**config.mk**
```make
export PLATFORM = sky130hd
export DESIGN_NAME = iori_anim_ctrl
export DESIGN_NICKNAME = d
export VERILOG_FILES = /design/src/rtl/fighter_pkg.sv /design/src/rtl/frame_tick_gen.sv /design/src/rtl/iori_anim_ctrl.sv
export SDC_FILE = /design/constraint.sdc
export NUM_CORES = 1
export LEC_CHECK = 0
export ABC_AREA = 0
export ABC_CLOCK_PERIOD_IN_PS = 5200
export CORE_MARGIN = 2
export CORE_UTILIZATION = 50
export DETAILED_ROUTE_END_ITERATION = 8
export PLACE_DENSITY = 0.78
export SYNTH_ARGS = -nofsm -noshare
export SYNTH_HDL_FRONTEND = slang
export SYNTH_SLANG_ARGS = --single-unit
```
**constraint.sdc**
```tcl
create_clock -name Clk -period 5.2 [get_ports Clk]
set_clock_uncertainty 0.2 [all_clocks]
set_input_delay 1.04 -clock Clk [delete_from_list [all_inputs] [get_ports Clk]]
set_output_delay 1.04 -clock Clk [all_outputs]
set_load 0.05 [all_outputs]
```
**src/rtl/fighter_pkg.sv**
```systemverilog
// Shared fighter definitions used by the animation controllers and sprite blocks.
// Contents: character state encoding (8-bit, 0..6), game state encoding and the
// default per-state frame counts.
package fighter_pkg;

   typedef enum logic [7:0] {
      CS_STAND   = 8'd0,
      CS_ATTACK  = 8'd1,
      CS_MOVEL   = 8'd2,
      CS_MOVER   = 8'd3,
      CS_DEFENSE = 8'd4,
      CS_HURT    = 8'd5,
      CS_DIE     = 8'd6
   } char_state_e;

   typedef enum logic [7:0] {
      GS_START = 8'd0,
      GS_GAME  = 8'd1,
      GS_OVER  = 8'd2
   } game_state_e;

   localparam int DEF_FRAME_DIV      = 4;
   localparam int DEF_STAND_FRAMES   = 9;
   localparam int DEF_MOVEL_FRAMES   = 10;
   localparam int DEF_MOVER_FRAMES   = 9;
   localparam int DEF_ATTACK_FRAMES  = 6;
   localparam int DEF_DEFENSE_FRAMES = 1;
   localparam int DEF_HURT_FRAMES    = 5;
   localparam int DEF_DIE_FRAMES     = 5;

endpackage

```
**src/rtl/frame_tick_gen.sv**
```systemverilog
// Frame strobe edge detector and animation divider.
// Ports: Clk, Reset (sync, active-high), frame_clk (level strobe),
//        clear (forces the divider to 0), tick (one Clk per frame_clk rise,
//        registered), advance (tick on which the divider sits at FRAME_DIV-1).
module frame_tick_gen
   import fighter_pkg::*;
#(
   parameter int FRAME_DIV = DEF_FRAME_DIV
) (
   input  logic Clk,
   input  logic Reset,
   input  logic frame_clk,
   input  logic clear,
   output logic tick,
   output logic advance
);

   localparam logic [7:0] DIV_LAST = 8'(FRAME_DIV - 1);

   logic       frame_clk_d_r;
   logic       tick_r;
   logic [7:0] div_r;

   // Edge detector and divider registers.
   always_ff @(posedge Clk) begin
      if (Reset) begin
         frame_clk_d_r <= 1'b0;
         tick_r        <= 1'b0;
         div_r         <= 8'd0;
      end else begin
         frame_clk_d_r <= frame_clk;
         tick_r        <= frame_clk & ~frame_clk_d_r;
         if (clear) begin
            div_r <= 8'd0;
         end else if (tick_r) begin
            div_r <= (div_r == DIV_LAST) ? 8'd0 : div_r + 8'd1;
         end else begin
            div_r <= div_r;
         end
      end
   end

   assign tick    = tick_r;
   assign advance = tick_r & (div_r == DIV_LAST);

endmodule

```
**src/rtl/iori_anim_ctrl.sv**
```systemverilog
// Player-2 (Iori) animation and action controller.
// Ports: Clk, Reset (sync, active-high), frame_clk, game_state[7:0],
//        key_left/right/attack/defend, hit_in, die_in ->
//        character2_state[7:0], frame_num[7:0], one-hot action flags
//        (attack, character2_hurt, move_l2, move_r2, stand), die2, ko_done.
// All outputs come straight from registers.
module iori_anim_ctrl
   import fighter_pkg::*;
#(
   parameter int FRAME_DIV      = DEF_FRAME_DIV,
   parameter int STAND_FRAMES   = DEF_STAND_FRAMES,
   parameter int MOVEL_FRAMES   = DEF_MOVEL_FRAMES,
   parameter int MOVER_FRAMES   = DEF_MOVER_FRAMES,
   parameter int ATTACK_FRAMES  = DEF_ATTACK_FRAMES,
   parameter int DEFENSE_FRAMES = DEF_DEFENSE_FRAMES,
   parameter int HURT_FRAMES    = DEF_HURT_FRAMES,
   parameter int DIE_FRAMES     = DEF_DIE_FRAMES
) (
   input  logic       Clk,
   input  logic       Reset,
   input  logic       frame_clk,
   input  logic [7:0] game_state,
   input  logic       key_left,
   input  logic       key_right,
   input  logic       key_attack,
   input  logic       key_defend,
   input  logic       hit_in,
   input  logic       die_in,
   output logic [7:0] character2_state,
   output logic [7:0] frame_num,
   output logic       attack,
   output logic       character2_hurt,
   output logic       move_l2,
   output logic       move_r2,
   output logic       stand,
   output logic       die2,
   output logic       ko_done
);

   function automatic logic [7:0] frames_of(input char_state_e s);
      case (s)
         CS_STAND:   frames_of = 8'(STAND_FRAMES);
         CS_ATTACK:  frames_of = 8'(ATTACK_FRAMES);
         CS_MOVEL:   frames_of = 8'(MOVEL_FRAMES);
         CS_MOVER:   frames_of = 8'(MOVER_FRAMES);
         CS_DEFENSE: frames_of = 8'(DEFENSE_FRAMES);
         CS_HURT:    frames_of = 8'(HURT_FRAMES);
         CS_DIE:     frames_of = 8'(DIE_FRAMES);
         default:    frames_of = 8'd1;
      endcase
   endfunction

   function automatic char_state_e key_select(input logic k_att, input logic k_def,
                                              input logic k_l, input logic k_r);
      if (k_att) begin
         key_select = CS_ATTACK;
      end else if (k_def) begin
         key_select = CS_DEFENSE;
      end else if (k_l ^ k_r) begin
         key_select = k_l ? CS_MOVEL : CS_MOVER;
      end else begin
         key_select = CS_STAND;
      end
   endfunction

   char_state_e state_r, state_nx, sel_s;
   logic [7:0]  frame_r, frame_nx, last_s;
   logic        hit_pending_r, hit_pending_nx, hit_eff_s;
   logic        ko_done_r, ko_done_nx;
   logic        attack_r, hurt_r, move_l_r, move_r_r, stand_r, die_r;
   logic        tick_s, advance_s, in_game_s;

   assign in_game_s = (game_state == 8'(GS_GAME));
   // A hit arriving in the advance cycle itself must be seen by that advance.
   assign hit_eff_s = hit_pending_r | hit_in;
   assign last_s    = frames_of(state_r) - 8'd1;

   frame_tick_gen #(.FRAME_DIV(FRAME_DIV)) u_tick (
      .Clk       (Clk),
      .Reset     (Reset),
      .frame_clk (frame_clk),
      .clear     (~in_game_s),
      .tick      (tick_s),
      .advance   (advance_s)
   );

   // Next-state, frame and pending-hit logic; leaving game overrides at once.
   always_comb begin
      state_nx       = state_r;
      frame_nx       = frame_r;
      hit_pending_nx = hit_eff_s;
      ko_done_nx     = ko_done_r;
      sel_s          = key_select(key_attack, key_defend, key_left, key_right);
      if (!in_game_s) begin
         state_nx       = CS_STAND;
         frame_nx       = 8'd0;
         hit_pending_nx = 1'b0;
         ko_done_nx     = 1'b0;
      end else if (advance_s && tick_s) begin
         if (die_in && (state_r != CS_DIE)) begin
            state_nx   = CS_DIE;
            frame_nx   = 8'd0;
            ko_done_nx = 1'b0;
         end else if (state_r == CS_DIE) begin
            // Pending hits stay latched but are ignored while down.
            if (frame_r < last_s) begin
               frame_nx = frame_r + 8'd1;
            end else begin
               ko_done_nx = 1'b1;
            end
         end else if (hit_eff_s && (state_r != CS_DEFENSE) && (state_r != CS_HURT)) begin
            state_nx       = CS_HURT;
            frame_nx       = 8'd0;
            hit_pending_nx = 1'b0;
         end else if (hit_eff_s && (state_r == CS_DEFENSE)) begin
            hit_pending_nx = 1'b0;
         end else if ((state_r == CS_ATTACK) || (state_r == CS_HURT)) begin
            if (frame_r >= last_s) begin
               state_nx = CS_STAND;
               frame_nx = 8'd0;
            end else begin
               frame_nx = frame_r + 8'd1;
            end
         end else begin
            if (sel_s == state_r) begin
               frame_nx = (frame_r >= last_s) ? 8'd0 : frame_r + 8'd1;
            end else begin
               state_nx = sel_s;
               frame_nx = 8'd0;
            end
         end
      end else begin
         state_nx = state_r;
      end
   end

   // State registers; action flags are registered from the next state so they
   // always match state_r.
   always_ff @(posedge Clk) begin
      if (Reset) begin
         state_r       <= CS_STAND;
         frame_r       <= 8'd0;
         hit_pending_r <= 1'b0;
         ko_done_r     <= 1'b0;
         attack_r      <= 1'b0;
         hurt_r        <= 1'b0;
         move_l_r      <= 1'b0;
         move_r_r      <= 1'b0;
         stand_r       <= 1'b1;
         die_r         <= 1'b0;
      end else begin
         state_r       <= state_nx;
         frame_r       <= frame_nx;
         hit_pending_r <= hit_pending_nx;
         ko_done_r     <= ko_done_nx;
         attack_r      <= (state_nx == CS_ATTACK);
         hurt_r        <= (state_nx == CS_HURT);
         move_l_r      <= (state_nx == CS_MOVEL);
         move_r_r      <= (state_nx == CS_MOVER);
         stand_r       <= (state_nx == CS_STAND);
         die_r         <= (state_nx == CS_DIE);
      end
   end

   assign character2_state = state_r;
   assign frame_num        = frame_r;
   assign attack           = attack_r;
   assign character2_hurt  = hurt_r;
   assign move_l2          = move_l_r;
   assign move_r2          = move_r_r;
   assign stand            = stand_r;
   assign die2             = die_r;
   assign ko_done          = ko_done_r;

endmodule

```
=== After elaboration in Yosys (flattened, before gate mapping) ===
Index checks and enable logic that the tools add are counted.
Widths: inputs -> output; s select.

* $add $sub $neg: 3
* Order comparisons: 2
* Equal/unequal tests: 20
* Multiplexer cells: 31
* Bitwise gates (word level): 6
* Reductions and logical operators: 14

{| class="wikitable"
|+ Operators by type and width
! cell !! count
|-
| $mux 8 || 18
|-
| $eq 8x2->1 const B || 5
|-
| $eq 8x3->1 const B || 5
|-
| $eq 8x1->1 const B || 3
|-
| $ne 8x3->1 const B || 3
|-
| $add 8x1->8 const B || 2
|-
| $logic_not 8->1 || 2
|-
| $pmux 4 s4 || 1
|-
| $mux 1 || 9
|-
| $eq 8x8->1 || 1
|-
| $ge 8x8->1 || 1
|-
| $lt 8x8->1 || 1
|-
| $sub 8x1->8 const B || 1
|-
| $mux 3 || 2
|-
| $reduce_and 3->1 || 2
|-
| $reduce_or 2->1 || 3
|-
| $logic_and 1x1->1 || 5
|-
| $ne 4x4->1 const B || 1
|-
| $ne 3x2->1 const B || 1
|-
| $and 1x1->1 || 2
|-
| $mux 2 || 1
|-
| $ne 2x2->1 const B || 1
|-
| $not 1->1 || 2
|-
| $reduce_bool 2->1 || 1
|-
| other kinds (3) || 3
|}

* Register bits after elaboration: 34
* Bits of input ports: 17
* Logic and storage cells: 89

=== Logic depth before layout (Yosys ltp) ===
* Depth after elaboration: 14
* Mapped depth: 13
* Depth with buffers taken out: 13

=== Cells and area by module ===
Synthesis repeated with hierarchy kept, for this count alone.

* Cells, all modules: 226
* Area, all modules: 1936.9 um^2

{| class="wikitable"
|+ Modules (own cells, without submodules)
! module !! instances !! cells each !! area an instance (um^2) !! seq. area each (um^2)
|-
| iori_anim_ctrl || 1 || 182 || 1502.7 || 480.5
|-
| frame_tick_gen || 1 || 44 || 434.2 || 200.2
|}

=== Least setup slack after synthesis ===
OpenSTA, ideal clock, no wires.

* Kind: flip-flop to flip-flop
* Start point: register state_r[4] (netlist: character2_state[4])
* End point: register frame_r[3] (netlist: frame_num[3])
* Setup time: 94 ps
* Data arrival time: 3230 ps
* Setup slack: 1676 ps
* Cell stages (with the launch flop): 13
* Buffers on the path: 0
* Clock period less this slack: 3524 ps
* Cell sequence: dfxtp_1 nor4_1 nand2_1 nor2_1 nand2_1 ha_1 ha_1 a21oi_1 a31oi_1 or4_4 a21oi_4 nand2_4 o311ai_2

* Longest elaborated chain between the ends: 12
* Elaborated cells between the ends (all ways): 32
* Those cells by class: 1 x add/sub; 2 x order compare; 12 x eq/ne; 8 x mux; 9 x reduce/logical

{| class="wikitable"
|+ RTL lines
! what !! line !! source
|-
| from (decl) || iori_anim_ctrl.sv:66 || <nowiki>char_state_e state_r, state_nx, sel_s;</nowiki>
|-
| from (signal assigned) || iori_anim_ctrl.sv:152 || <nowiki>state_r <= state_nx;</nowiki>
|-
| $eq 8x3->1 (tied with other cells) || iori_anim_ctrl.sv:41, iori_anim_ctrl.sv:104 ||
|-
| $reduce_or 2->1 (no line) || - ||
|-
| $pmux 4 s4 || iori_anim_ctrl.sv:41 || <nowiki>case (s)</nowiki>
|-
| $sub 8x1->8 || iori_anim_ctrl.sv:76 || <nowiki>assign last_s = frames_of(state_r) - 8'd1;</nowiki>
|-
| $ge 8x8->1 || iori_anim_ctrl.sv:118, iori_anim_ctrl.sv:126 ||
|-
| $mux 8 || iori_anim_ctrl.sv:118, iori_anim_ctrl.sv:126 ||
|-
| $mux 8 || iori_anim_ctrl.sv:125 || <nowiki>if (sel_s == state_r) begin</nowiki>
|-
| $mux 8 || iori_anim_ctrl.sv:117 || <nowiki>end else if ((state_r == CS_ATTACK) || (state_r == CS_HURT)) begin</nowiki>
|-
| $mux 8 || iori_anim_ctrl.sv:115 || <nowiki>end else if (hit_eff_s && (state_r == CS_DEFENSE)) begin</nowiki>
|-
| $mux 8 || iori_anim_ctrl.sv:111 || <nowiki>end else if (hit_eff_s && (state_r != CS_DEFENSE) && (state_r != CS_HURT)) begin</nowiki>
|-
| $mux 8 || iori_anim_ctrl.sv:104 || <nowiki>end else if (state_r == CS_DIE) begin</nowiki>
|-
| $mux 8 || iori_anim_ctrl.sv:100 || <nowiki>if (die_in && (state_r != CS_DIE)) begin</nowiki>
|-
| to (signal assigned) || iori_anim_ctrl.sv:153 || <nowiki>frame_r <= frame_nx;</nowiki>
|-
| to (decl) || iori_anim_ctrl.sv:67 || <nowiki>logic [7:0] frame_r, frame_nx, last_s;</nowiki>
|}

Parallel ways exist; a longest one is shown, timed or not. The select of a mux whose other input is x is not followed.
A chain may end at the register's enable or synchronous reset.

=== Final worst setup path ===
* Start point: register state_r[4] (netlist: character2_state[4])
* End point: register hurt_r (netlist: character2_hurt)

* Longest elaborated chain between the ends: 14
* Elaborated cells between the ends (all ways): 31
* Those cells by class: 1 x add/sub; 1 x order compare; 11 x eq/ne; 10 x mux; 8 x reduce/logical

{| class="wikitable"
|+ RTL lines
! what !! line !! source
|-
| $eq 8x3->1 (tied with other cells) || iori_anim_ctrl.sv:41, iori_anim_ctrl.sv:104 ||
|-
| $reduce_or 2->1 (no line) || - ||
|-
| $pmux 4 s4 || iori_anim_ctrl.sv:41 ||
|-
| $sub 8x1->8 || iori_anim_ctrl.sv:76 ||
|-
| $ge 8x8->1 || iori_anim_ctrl.sv:118 || <nowiki>if (frame_r >= last_s) begin</nowiki>
|-
| $mux 8 || iori_anim_ctrl.sv:118 ||
|-
| $mux 8 || iori_anim_ctrl.sv:117 ||
|-
| $mux 8 || iori_anim_ctrl.sv:115 ||
|-
| $mux 8 || iori_anim_ctrl.sv:111 ||
|-
| $mux 8 || iori_anim_ctrl.sv:104 ||
|-
| $mux 8 || iori_anim_ctrl.sv:100 ||
|-
| $mux 8 * || iori_anim_ctrl.sv:99 || <nowiki>end else if (advance_s && tick_s) begin</nowiki>
|-
| $mux 8 * || iori_anim_ctrl.sv:94 || <nowiki>if (!in_game_s) begin</nowiki>
|-
| $eq 8x3->1 * || iori_anim_ctrl.sv:157 || <nowiki>hurt_r <= (state_nx == CS_HURT);</nowiki>
|-
| to (signal assigned) || iori_anim_ctrl.sv:157 ||
|-
| to (decl) || iori_anim_ctrl.sv:70 || <nowiki>logic attack_r, hurt_r, move_l_r, move_r_r, stand_r, die_r;</nowiki>
|}

Every way passes the cells marked *; elsewhere a longest branch is shown, timed or not.

==> metrics <==
Layout Nets 299; die height 65.84 µm; Req. time, crit path 5.19 ns; CTS Root Cell clkbuf_8; layout cells sized above 1 8.118%; Via-to-Cell Ratio 5.699; first drt pass iteration count 4; starting density of the core 52.22%; Post-synth EDFFs 0; Crit. End Element flip-flop; Overflow after GRT 0; Setup Fix Bufs, Post-CTS 0; reg-to-reg slack, setup 1.53 ns; hold_sp u_tick.frame_clk_d_r; Max stage delay on crit path 0.51 ns; WP data arrival 3.67 ns; FP Rows 22; worst path cell trace nor4_1, nand2_1, nor2_1, nand2_1, ha_1, ha_1, a21oi_1, a31oi_1, nor4_1, o21ai_0, a21o_1, nor4_1; critical path startpoint category flip-flop; Leakage 0.8827 nW; FF+latch area 680.7 µm²; Syn Area/Cell 8.459 µm²; FF+latch count, synth 34; Hold/Removal Path Class reg -> reg; H-tree Lvls 2; number of distinct library cells after synthesis 47; worst r2r src character2_state[4]; Slew Limit Fails 0; Min Clock Period, post-route 3.674 ns; fmax 272.2 MHz; pin count of the biggest net entering global routing 16; Final setup viols 0; # IOs 40; Synth-to-Final Area Change 28.14%; Max clock buf depth 2; Pwr Total 0.0004970 W; non-filler cells, final 319; Core Box Area 0.003661 mm²; predominant post-synthesis flop cell dfxtp_1; pwr dens 202.9 mW/mm²; Cell Area, Synth 0.001912 mm²; ys async rst share 0%; Post-Synthesis Cells 226; actual slew at the worst max-slew pin 0.6398 ns; first-pass GRT wire length 7.458 mm; DP Wirelength 3.336 mm; number of global-route vias before repair 1661; status complete, no violations; cells on worst reg2reg path 12; Slew headroom 56.90%; Final Hold Vio Count 0; commonest non-fill, non-tap cell in the layout clkdlybuf4s50_1; GRT Resource Usage Total 22.43%; Crit Path Class reg -> reg; Seq/Total Area, Yosys 35.60%; top fanout value on the critical path 6; Fin Hold WS 0.1816 ns; Max Cap Viol 0; placed insts 311; WHS Endpoint u_tick.tick; YS warnings 0; pre-CTS WS 1.562 ns; RePlAce Congestion 0.8673; end of the worst register-to-register path character2_hurt; routed vias 1818; initial antenna violation count 0; Die Footprint 0.004334 mm²; port bufs 39; setup ws final 1.526 ns; cell mode on critical path nor4_1; unrepaired setup endpoints after global routing false; hold_buf cts 0; Die X 65.84 µm; clock latency on the worst-skew pair 0.29 ns; period utilization 70.65%; wirelength, routed 4.353 mm; TritonCTS buffer count 5; setup TNS 0 ns; DR iter-0 viols 92; Max VDD drop 0.1469 mV; Antenna diodes 0; CP max-delay cell nor4_1; post-CTS sizing 0; Hold Path Depth 1; Clk pin slew, worst setup/hold paths 0.07 ns; Detail Route Antenna Nets 0; Multi-input gate area 0.001190 mm²; Fillers 317; DRC violations left 0; most frequent cells in the layout clkdlybuf4s50_1, dfxtp_1, nor2_1, nand2_1, ha_1; clock sink count 34; CTS tree yes; DR WL/cell 13.65 µm
stage by stage:
stage | area (µm²) | util [%]
finish | 2450 | 66.92
global route | 2450 | 66.92
CTS | 2450 | 66.92
detailed placement | 2355 | 64.32
global placement | 2355 | 64.32
floorplan | 1923 | -
worst max-delay path, delay by kind of cell (launching register included):
family,cells,cell delay (ns)
simple gates,6,1.64
fa+ha+maj,2,0.61
flops,1,0.33
compound gates,4,0.80
final cells by class:
class	count	share of cell area (%)
Clock buffer	6	3.371
Clock inverter	2	0.5107
Inverter	9	1.379
Multi-Input combinational cell	181	48.57
Sequential cell	34	27.78
Tap cell	48	2.451
Timing Repair Buffer	39	15.93
cell usage after synthesis, types with 3 or more instances:
master | n | area share, %
nand3_1 | 8 | 2.1
xnor2_1 | 3 | 1.4
nor3_1 | 8 | 2.1
nor4b_1 | 3 | 1.4
nand4_1 | 8 | 2.6
o21ai_0 | 11 | 2.9
a31oi_1 | 4 | 1.3
nand2_1 | 17 | 3.3
clkbuf_1 | 5 | 0.98
or4_4 | 3 | 1.8
a211oi_1 | 4 | 1.6
and2_1 | 4 | 1.3
nor2b_1 | 6 | 2.0
ha_1 | 12 | 7.9
or3_1 | 3 | 0.98
dfxtp_1 | 34 | 36
nor2_1 | 24 | 4.7
xor2_1 | 6 | 2.7
a21oi_1 | 10 | 2.6
inv_1 | 9 | 1.8
nand2b_1 | 4 | 1.3
nor4_1 | 5 | 1.6
o31ai_1 | 3 | 1.2
how the worst max path moves through the flow:
stage	start	endpoint	slack (ns)	cells past startpoint
2_1_floorplan	character2_state[4]	frame_num[3]	1.68	12
3_3_place_gp	character2_state[4]	character2_hurt	1.64	12
3_5_place_dp	character2_state[4]	character2_hurt	1.56	12
4_1_cts	character2_state[4]	character2_hurt	1.55	12
5_1_grt	character2_state[4]	attack	1.16	12
6_report	character2_state[4]	character2_hurt	1.53	12
registers in the layout, indices dropped and copies added (netlist names):
| register | count |
|---|---|
| die2 | 1 |
| move_r2 | 1 |
| attack | 1 |
| u_tick.tick | 1 |
| hit_pending_r | 1 |
| stand | 1 |
| move_l2 | 1 |
| u_tick.frame_clk_d_r | 1 |
| frame_num | 8 |
| character2_hurt | 1 |
| ko_done | 1 |
| character2_state | 8 |
| u_tick.div_r | 8 |
per-layer routing:
layer,GRT usage [%],up-vias,part of all wire [%]
met5,0,-,0
met4,9.115,0,1.9
met3,5.111,9,6.6
met2,35.23,61,46
met1,29.64,835,46
li1,-,913,-
report_power, final:
group / switching, W / internal, W
clock network: 0.000101 / 0.000106
registers: 0.000000667 / 0.000261
logic: 0.0000110 / 0.0000170
cell families (layout without fill, tap and decap cells):
kind of cell / count (synthesis) / after routing / synth area share (%)
AOI/OAI and AO/OA: 48 / 48 / 16.95
xor gates and xnor gates: 9 / 9 / 4.123
adders and majority gates: 12 / 12 / 7.853
buffers and inverters: 14 / 56 / 2.749
DFF: 34 / 34 / 35.60
muxes: 1 / 1 / 0.5236
other: 2 / 5 / 0.3928
and+or+nand+nor: 106 / 106 / 31.81
(Power assumes the default switching activity.)
